--- src/rtl/direct_ctrl_multi.sv ---
// -----------------------------------------------------------------------------
// direct_ctrl_multi
// Per-player tank direction controller. Every raw button bit is synchronised
// through two flops and then debounced. Each player's four stable bits are
// resolved into a 3-bit heading plus a moving flag. The heading holds while
// the player is idle.
//
// Ports
//   clk_100mhz  in   1               system clock
//   rst         in   1               async reset, active-high
//   btn         in   4*NUM_PLAYERS   raw buttons; per player bit0 L, bit1 R, bit2 U, bit3 D
//   direct      out  3*NUM_PLAYERS   heading per player; L 000, R 001, U 010, D 011
//   moving      out  NUM_PLAYERS     player commanded to move
//   turn        out  NUM_PLAYERS     one-cycle pulse on heading change
//                                    (present only when DIRECT_TURN_PULSE_EN is defined)
//
// Optional feature macro: DIRECT_TURN_PULSE_EN
// -----------------------------------------------------------------------------
module direct_ctrl_multi #(
   parameter int unsigned NUM_PLAYERS     = 2,
   parameter int unsigned DEBOUNCE_CYCLES = 1000000,
   parameter int unsigned MULTI_MODE      = 0,
   parameter logic [2:0]  RESET_DIR       = 3'b010
) (
   input  logic                       clk_100mhz,
   input  logic                       rst,
   input  logic [4*NUM_PLAYERS-1:0]   btn,
   output logic [3*NUM_PLAYERS-1:0]   direct,
   output logic [NUM_PLAYERS-1:0]     moving
`ifdef DIRECT_TURN_PULSE_EN
   ,
   output logic [NUM_PLAYERS-1:0]     turn
`endif
);

   localparam int unsigned NB = 4 * NUM_PLAYERS;
   localparam int unsigned ND = 3 * NUM_PLAYERS;
   localparam int unsigned CW = $clog2(DEBOUNCE_CYCLES + 1);
   localparam logic [CW-1:0] TERM = CW'(DEBOUNCE_CYCLES - 1);

   logic [NB-1:0]          sync1_q, sync2_q;
   logic [NB-1:0]          stable_q, stable_d;
   logic [CW-1:0]          cnt_q [NB];
   logic [CW-1:0]          cnt_d [NB];
   // Owner per player: {valid, button index}.
   logic [2:0]             own_q [NUM_PLAYERS];
   logic [2:0]             own_d [NUM_PLAYERS];
   logic [ND-1:0]          direct_q, direct_d;
   logic [NUM_PLAYERS-1:0] moving_q, moving_d;
`ifdef DIRECT_TURN_PULSE_EN
   logic [NUM_PLAYERS-1:0] turn_q, turn_d;
`endif

   // Index of the highest-priority set bit (L > R > U > D).
   function automatic logic [1:0] first_set(input logic [3:0] v);
      logic [1:0] r;
      r = 2'd0;
      for (int i = 3; i >= 0; i--) begin
         if (v[i]) r = 2'(i);
      end
      return r;
   endfunction

   // A newly risen button takes ownership. If the owner is released, the
   // highest-priority button still held becomes the owner.
   function automatic logic [2:0] next_owner(input logic [3:0] nxt,
                                             input logic [3:0] cur,
                                             input logic [2:0] own);
      logic [3:0] rise;
      rise = nxt & ~cur;
      if (rise != 4'd0)           return {1'b1, first_set(rise)};
      if (own[2] && nxt[own[1:0]]) return own;
      if (nxt != 4'd0)            return {1'b1, first_set(nxt)};
      return 3'b000;
   endfunction

   // Returns {moving, heading} for one player's stable buttons.
   function automatic logic [3:0] decode(input logic [3:0] d,
                                         input logic [2:0] own,
                                         input logic [2:0] cur);
      if ($onehot(d))                         return {1'b1, 1'b0, first_set(d)};
      if ((d != 4'd0) && (MULTI_MODE != 0))   return {1'b1, 1'b0, own[1:0]};
      return {1'b0, cur};
   endfunction

   // Debounce: accept a new level only after DEBOUNCE_CYCLES consecutive mismatches.
   always_comb begin
      stable_d = stable_q;
      for (int i = 0; i < NB; i++) begin
         cnt_d[i] = '0;
         if (sync2_q[i] != stable_q[i]) begin
            if (cnt_q[i] == TERM) stable_d[i] = sync2_q[i];
            else                  cnt_d[i] = cnt_q[i] + CW'(1);
         end
      end
   end

   // Owner tracking moves with the stable bits so both stay aligned.
   always_comb begin
      for (int p = 0; p < NUM_PLAYERS; p++) begin
         own_d[p] = next_owner(stable_d[4*p +: 4], stable_q[4*p +: 4], own_q[p]);
      end
   end

   // Decode stage: heading and moving flag per player.
   always_comb begin
      direct_d = direct_q;
      moving_d = '0;
      for (int p = 0; p < NUM_PLAYERS; p++) begin
         {moving_d[p], direct_d[3*p +: 3]} =
            decode(stable_q[4*p +: 4], own_q[p], direct_q[3*p +: 3]);
      end
   end

`ifdef DIRECT_TURN_PULSE_EN
   // Pulse only when the heading value actually changes.
   always_comb begin
      turn_d = '0;
      for (int p = 0; p < NUM_PLAYERS; p++) begin
         turn_d[p] = (direct_d[3*p +: 3] != direct_q[3*p +: 3]);
      end
   end
`endif

   // State registers.
   always_ff @(posedge clk_100mhz or posedge rst) begin
      if (rst) begin
         sync1_q  <= '0;
         sync2_q  <= '0;
         stable_q <= '0;
         for (int i = 0; i < NB; i++) cnt_q[i] <= '0;
         for (int p = 0; p < NUM_PLAYERS; p++) own_q[p] <= 3'b000;
         direct_q <= {NUM_PLAYERS{RESET_DIR}};
         moving_q <= '0;
`ifdef DIRECT_TURN_PULSE_EN
         turn_q   <= '0;
`endif
      end else begin
         sync1_q  <= btn;
         sync2_q  <= sync1_q;
         stable_q <= stable_d;
         for (int i = 0; i < NB; i++) cnt_q[i] <= cnt_d[i];
         for (int p = 0; p < NUM_PLAYERS; p++) own_q[p] <= own_d[p];
         direct_q <= direct_d;
         moving_q <= moving_d;
`ifdef DIRECT_TURN_PULSE_EN
         turn_q   <= turn_d;
`endif
      end
   end

   assign direct = direct_q;
   assign moving = moving_q;
`ifdef DIRECT_TURN_PULSE_EN
   assign turn   = turn_q;
`endif

endmodule

--- config.mk ---
export PLATFORM = sky130hd
export DESIGN_NAME = direct_ctrl_multi
export DESIGN_NICKNAME = d
export VERILOG_FILES = /design/src/rtl/direct_ctrl_multi.sv
export SDC_FILE = /design/constraint.sdc
export NUM_CORES = 1
export LEC_CHECK = 0
export CORE_ASPECT_RATIO = 1.25
export CORE_MARGIN = 2
export CORE_UTILIZATION = 40
export CTS_CLUSTER_SIZE = 24
export DETAILED_ROUTE_END_ITERATION = 16
export PLACE_DENSITY = 0.67
export RECOVER_POWER = 50
export SKIP_LAST_GASP = 1
export SYNTH_ARGS = -nofsm -noshare
export SYNTH_HDL_FRONTEND = slang
export SYNTH_SLANG_ARGS = --single-unit
--- constraint.sdc ---
create_clock -name clk_100mhz -period 6.7 [get_ports clk_100mhz]
set_input_delay 1.005 -clock clk_100mhz [delete_from_list [all_inputs] [get_ports clk_100mhz]]
set_output_delay 1.005 -clock clk_100mhz [all_outputs]
set_load 0.005 [all_outputs]
==> impl_results.md <==
* Outcome: finished, violations left
* Library cell used as clock root buffer: sky130_fd_sc_hd__clkbuf_16
* Cell depth of the worst setup path at 3
* Site row count at 62
* Number of warnings printed during yosys synthesis at 0
* Clock latency of the later-clocked register in the worst-skew pair at between 0.4 and 0.5 ns
* Top-Level Pins at 18
* Clock transition time at the flip-flop clock pins of the worst setup and hold paths at around 0.070 ns
* DRT antenna net count at 0
* Type of origin of the critical path: primary input
* Most used DFF post-synth: sky130_fd_sc_hd__dfrtp_1
* Min cycle time layout at about 3.8 ns
* Sinks on the clock net at 190
* Count of distinct cell types in the synthesized netlist at 49
* Initial detailed-routing violation count at ~280
* Post-synthesis async set-or-reset flop share at 1.00
* Clock skew after layout at about 0.010 ns
* Flip-flop and latch count after synthesis at 190
* DR WL/cell at between 10 and 15 um
* Final cell utilization of the core at 0.447
* Critical path, cell by cell: dlygate4sd3_1 -> clkinvlp_4 -> buf_4
* Share of layout cells above drive strength 1 at 0.0656
* Leading cell type in the layout, fill and taps excluded: sky130_fd_sc_hd__dfrtp_1
* Path category of the worst min-delay check: reg2reg
* DP Wirelength at approximately 11 mm
* Final wirelength at between 15 and 20 mm
* Fillcell total at 2179
* Max-capacitance violation count at 1
* Total negative slack at 0 ns
* Most used cells in the layout excluding fill and tap cells: sky130_fd_sc_hd__dfrtp_1, sky130_fd_sc_hd__nor2_1, sky130_fd_sc_hd__nand3_1
* Drt via density at around 5.3
* Violated checks: max-capacitance violations, max-slew violations
* Largest net degree at the start of global routing at 145
* Worst hold path stage count at 0
* Reg-to-reg setup timing slack at between 4 and 5 ns
* Maximum root-to-sink buffer count at 2
* Number of failing setup endpoints in the final timing report at 0
* Area of the mapped netlist at roughly 9200 um2
* Count of input and output buffers at 15
* Data required, critical path at between 7 and 8 ns
* Max IR drop VDD at between 0.15 and 0.2 mV
* Critical path class: in2async
* Wire length of the first global-routing pass at ~30 mm
* Endpoints failing hold at 0
* Number of buffers added by the clock tree synthesis step at 17
* Buffering stage count on the worst path with inverters included at 3
* Die ar. at around 24000 um2
* Number of cells produced by synthesis at just over 900
* Resized Gates After CTS at 0
* Global-route usage over all layers at 0.145
* Max transition margin at -0.975
* Sequential fraction of the synthesis area at 0.516
* Element type at the critical path end: async pin
* Core ar. at 22800 um2
* Static leakage power at around 4 nW
* Number of instances in the placed design at roughly 1200
* Initial cell density of the core at 0.404
* Data arrival time of the critical path at about 4.3 ns
* Pin slew with the least headroom to its limit at 2.96 ns
* Maximum fanout along the worst path at 144
* EDFF count, synth at 0
* Residual overflow from global routing at 0
* Final Max Tran Viols at 145
* Setup repair after global routing missed its margin: false
* Number of global-route vias before repair at roughly 6600
* Delay of the slowest cell on the worst path at around 1.9 ns
* Reg2Reg Depth at 5
* N_diodes at 0
* Setup Fix Bufs, Post-CTS at 0
* Synth-to-Final Area Change at 10.6%
* DR pass1 iterations at 6
* Clock tree from TritonCTS: done
* Post-Syn Area per Cell at just under 10 um2
* Finished Layout Cells at approximately 1200
* CTS Hold Buffers Added at 0
* Post-route cell area at 10200 um2
* Last weighted congestion value of the routability-driven placer at 0.786
* Cell Area, Placed at ~9700 um2
* Die height at ~170 um
* H-tree depth reported by CTS at 4
* DR DRC count at 0
* Achievable clock frequency at about 0.26 GHz
* Critical-path top delay cell: sky130_fd_sc_hd__clkinvlp_4
* Top delay family on crit path: buffers and inverters
* Power density over cell area at between 200 and 250 nW/um2
* Horizontal die dimension at around 140 um
* Nets at between 900 and 1000
* Routed vias at about 6600
* Initial antenna violation count at 0
* Final clock period utilization by the worst path at 0.567
sequential cells by signal (all words and copies together), names as in the netlist:
| signal | flops |
|---|---|
| moving | 2 |
| cnt_q | 160 |
| sync2_q | 8 |
| sync1_q | 8 |
| direct | 4 |
| stable_q | 8 |
worst paths after layout:
check / from / endpoint
worst max-delay path: rst / cnt_q[2]
worst min-delay path: sync1_q[4] / sync2_q[4]
worst max register to register: cnt_q[28] / cnt_q[25]
worst min register to register: sync1_q[4] / sync2_q[4]
max in group clk_100mhz: direct[4] / direct[4]
min in group asynchronous: rst / sync1_q[0]
power breakdown:
part	internal [mW]	leakage (nW)	total, mW	switching, mW
clock	0.487	0.258	0.948	0.462
sequential	1.16	2.59	1.18	0.0168
combinational	0.0191	1.16	0.0684	0.0493
cell families (layout without fill, tap and decap cells):
family / count (synthesis) / in the layout / share of synthesized area
xor+xnor: 109 / 109 / 0.104
fa+ha+maj: 14 / 14 / 0.0206
flops: 190 / 190 / 0.516
mux: 8 / 8 / 0.00978
simple gates: 442 / 442 / 0.254
buf+inv: 67 / 96 / 0.0304
compound gates: 99 / 99 / 0.0650
other cells: 1 / 2 / 0.000407
cell usage after synthesis (2+ instances only):
cell,instances,area share
sky130_fd_sc_hd__dfrtp_1,188,0.51
sky130_fd_sc_hd__nor2_1,126,0.051
sky130_fd_sc_hd__nand3_1,67,0.036
sky130_fd_sc_hd__xnor2_1,63,0.060
sky130_fd_sc_hd__nand2_1,53,0.022
sky130_fd_sc_hd__xor2_1,46,0.044
sky130_fd_sc_hd__a21oi_1,43,0.023
sky130_fd_sc_hd__inv_1,43,0.018
sky130_fd_sc_hd__nand4_1,34,0.023
sky130_fd_sc_hd__o21ai_0,33,0.018
sky130_fd_sc_hd__nor3_1,28,0.015
sky130_fd_sc_hd__nor4_1,25,0.017
sky130_fd_sc_hd__or4_1,23,0.019
sky130_fd_sc_hd__or3_1,20,0.014
sky130_fd_sc_hd__and3_1,12,0.0081
sky130_fd_sc_hd__ha_1,12,0.016
sky130_fd_sc_hd__o31ai_1,11,0.0090
sky130_fd_sc_hd__and2_1,10,0.0068
sky130_fd_sc_hd__and4_1,10,0.0095
sky130_fd_sc_hd__clkbuf_1,10,0.0041
sky130_fd_sc_hd__buf_2,9,0.0049
sky130_fd_sc_hd__mux2_2,8,0.0098
sky130_fd_sc_hd__nand4b_1,5,0.0048
sky130_fd_sc_hd__nand4bb_1,4,0.0049
sky130_fd_sc_hd__nor4b_1,4,0.0038
sky130_fd_sc_hd__or4b_1,4,0.0043
sky130_fd_sc_hd__nand3b_1,3,0.0024
sky130_fd_sc_hd__o21ai_1,3,0.0016
sky130_fd_sc_hd__o31ai_4,3,0.0069
sky130_fd_sc_hd__or2_2,3,0.0020
sky130_fd_sc_hd__a31o_2,2,0.0019
sky130_fd_sc_hd__buf_4,2,0.0016
sky130_fd_sc_hd__clkbuf_2,2,0.0011
sky130_fd_sc_hd__dfstp_2,2,0.0057
sky130_fd_sc_hd__fa_1,2,0.0043
sky130_fd_sc_hd__o211ai_1,2,0.0016
sky130_fd_sc_hd__o31ai_2,2,0.0027
sky130_fd_sc_hd__or4b_2,2,0.0022
final cells by class:
type | instances | area, um2 | share of cell area
well taps | 288 | 360 | 0.0354
multi-input cells | 674 | 4170 | 0.409
clock buffers | 17 | 425 | 0.0417
flip-flops and latches | 190 | 4760 | 0.467
clock inverters | 15 | 126 | 0.0124
inverters | 43 | 165 | 0.0162
repair buffers | 21 | 188 | 0.0184
stage by stage:
stage | total power, mW | setup WS [ns] | hold WS (ns)
after global routing | 2.30 | 2.32 | 0.374
after global placement | 1.27 | 3.73 | 0.331
final | 2.20 | 2.90 | 0.353
after detailed placement | 1.28 | 3.73 | 0.336
after CTS | 2.24 | 4.20 | 0.356
after floorplan | 1.25 | 0.528 | 0.331
layer usage:
| layer | global-route usage | part of all wire | vias up |
|---|---|---|---|
| met1 | 0.188 | 0.48 | 3213 |
| li1 | - | - | 3308 |
| met2 | 0.243 | 0.48 | 53 |
| met4 | 0.0471 | 0.011 | 0 |
| met5 | 0 | 0 | - |
| met3 | 0.0290 | 0.020 | 12 |
No activity file was read; power rests on OpenSTA's default activity.
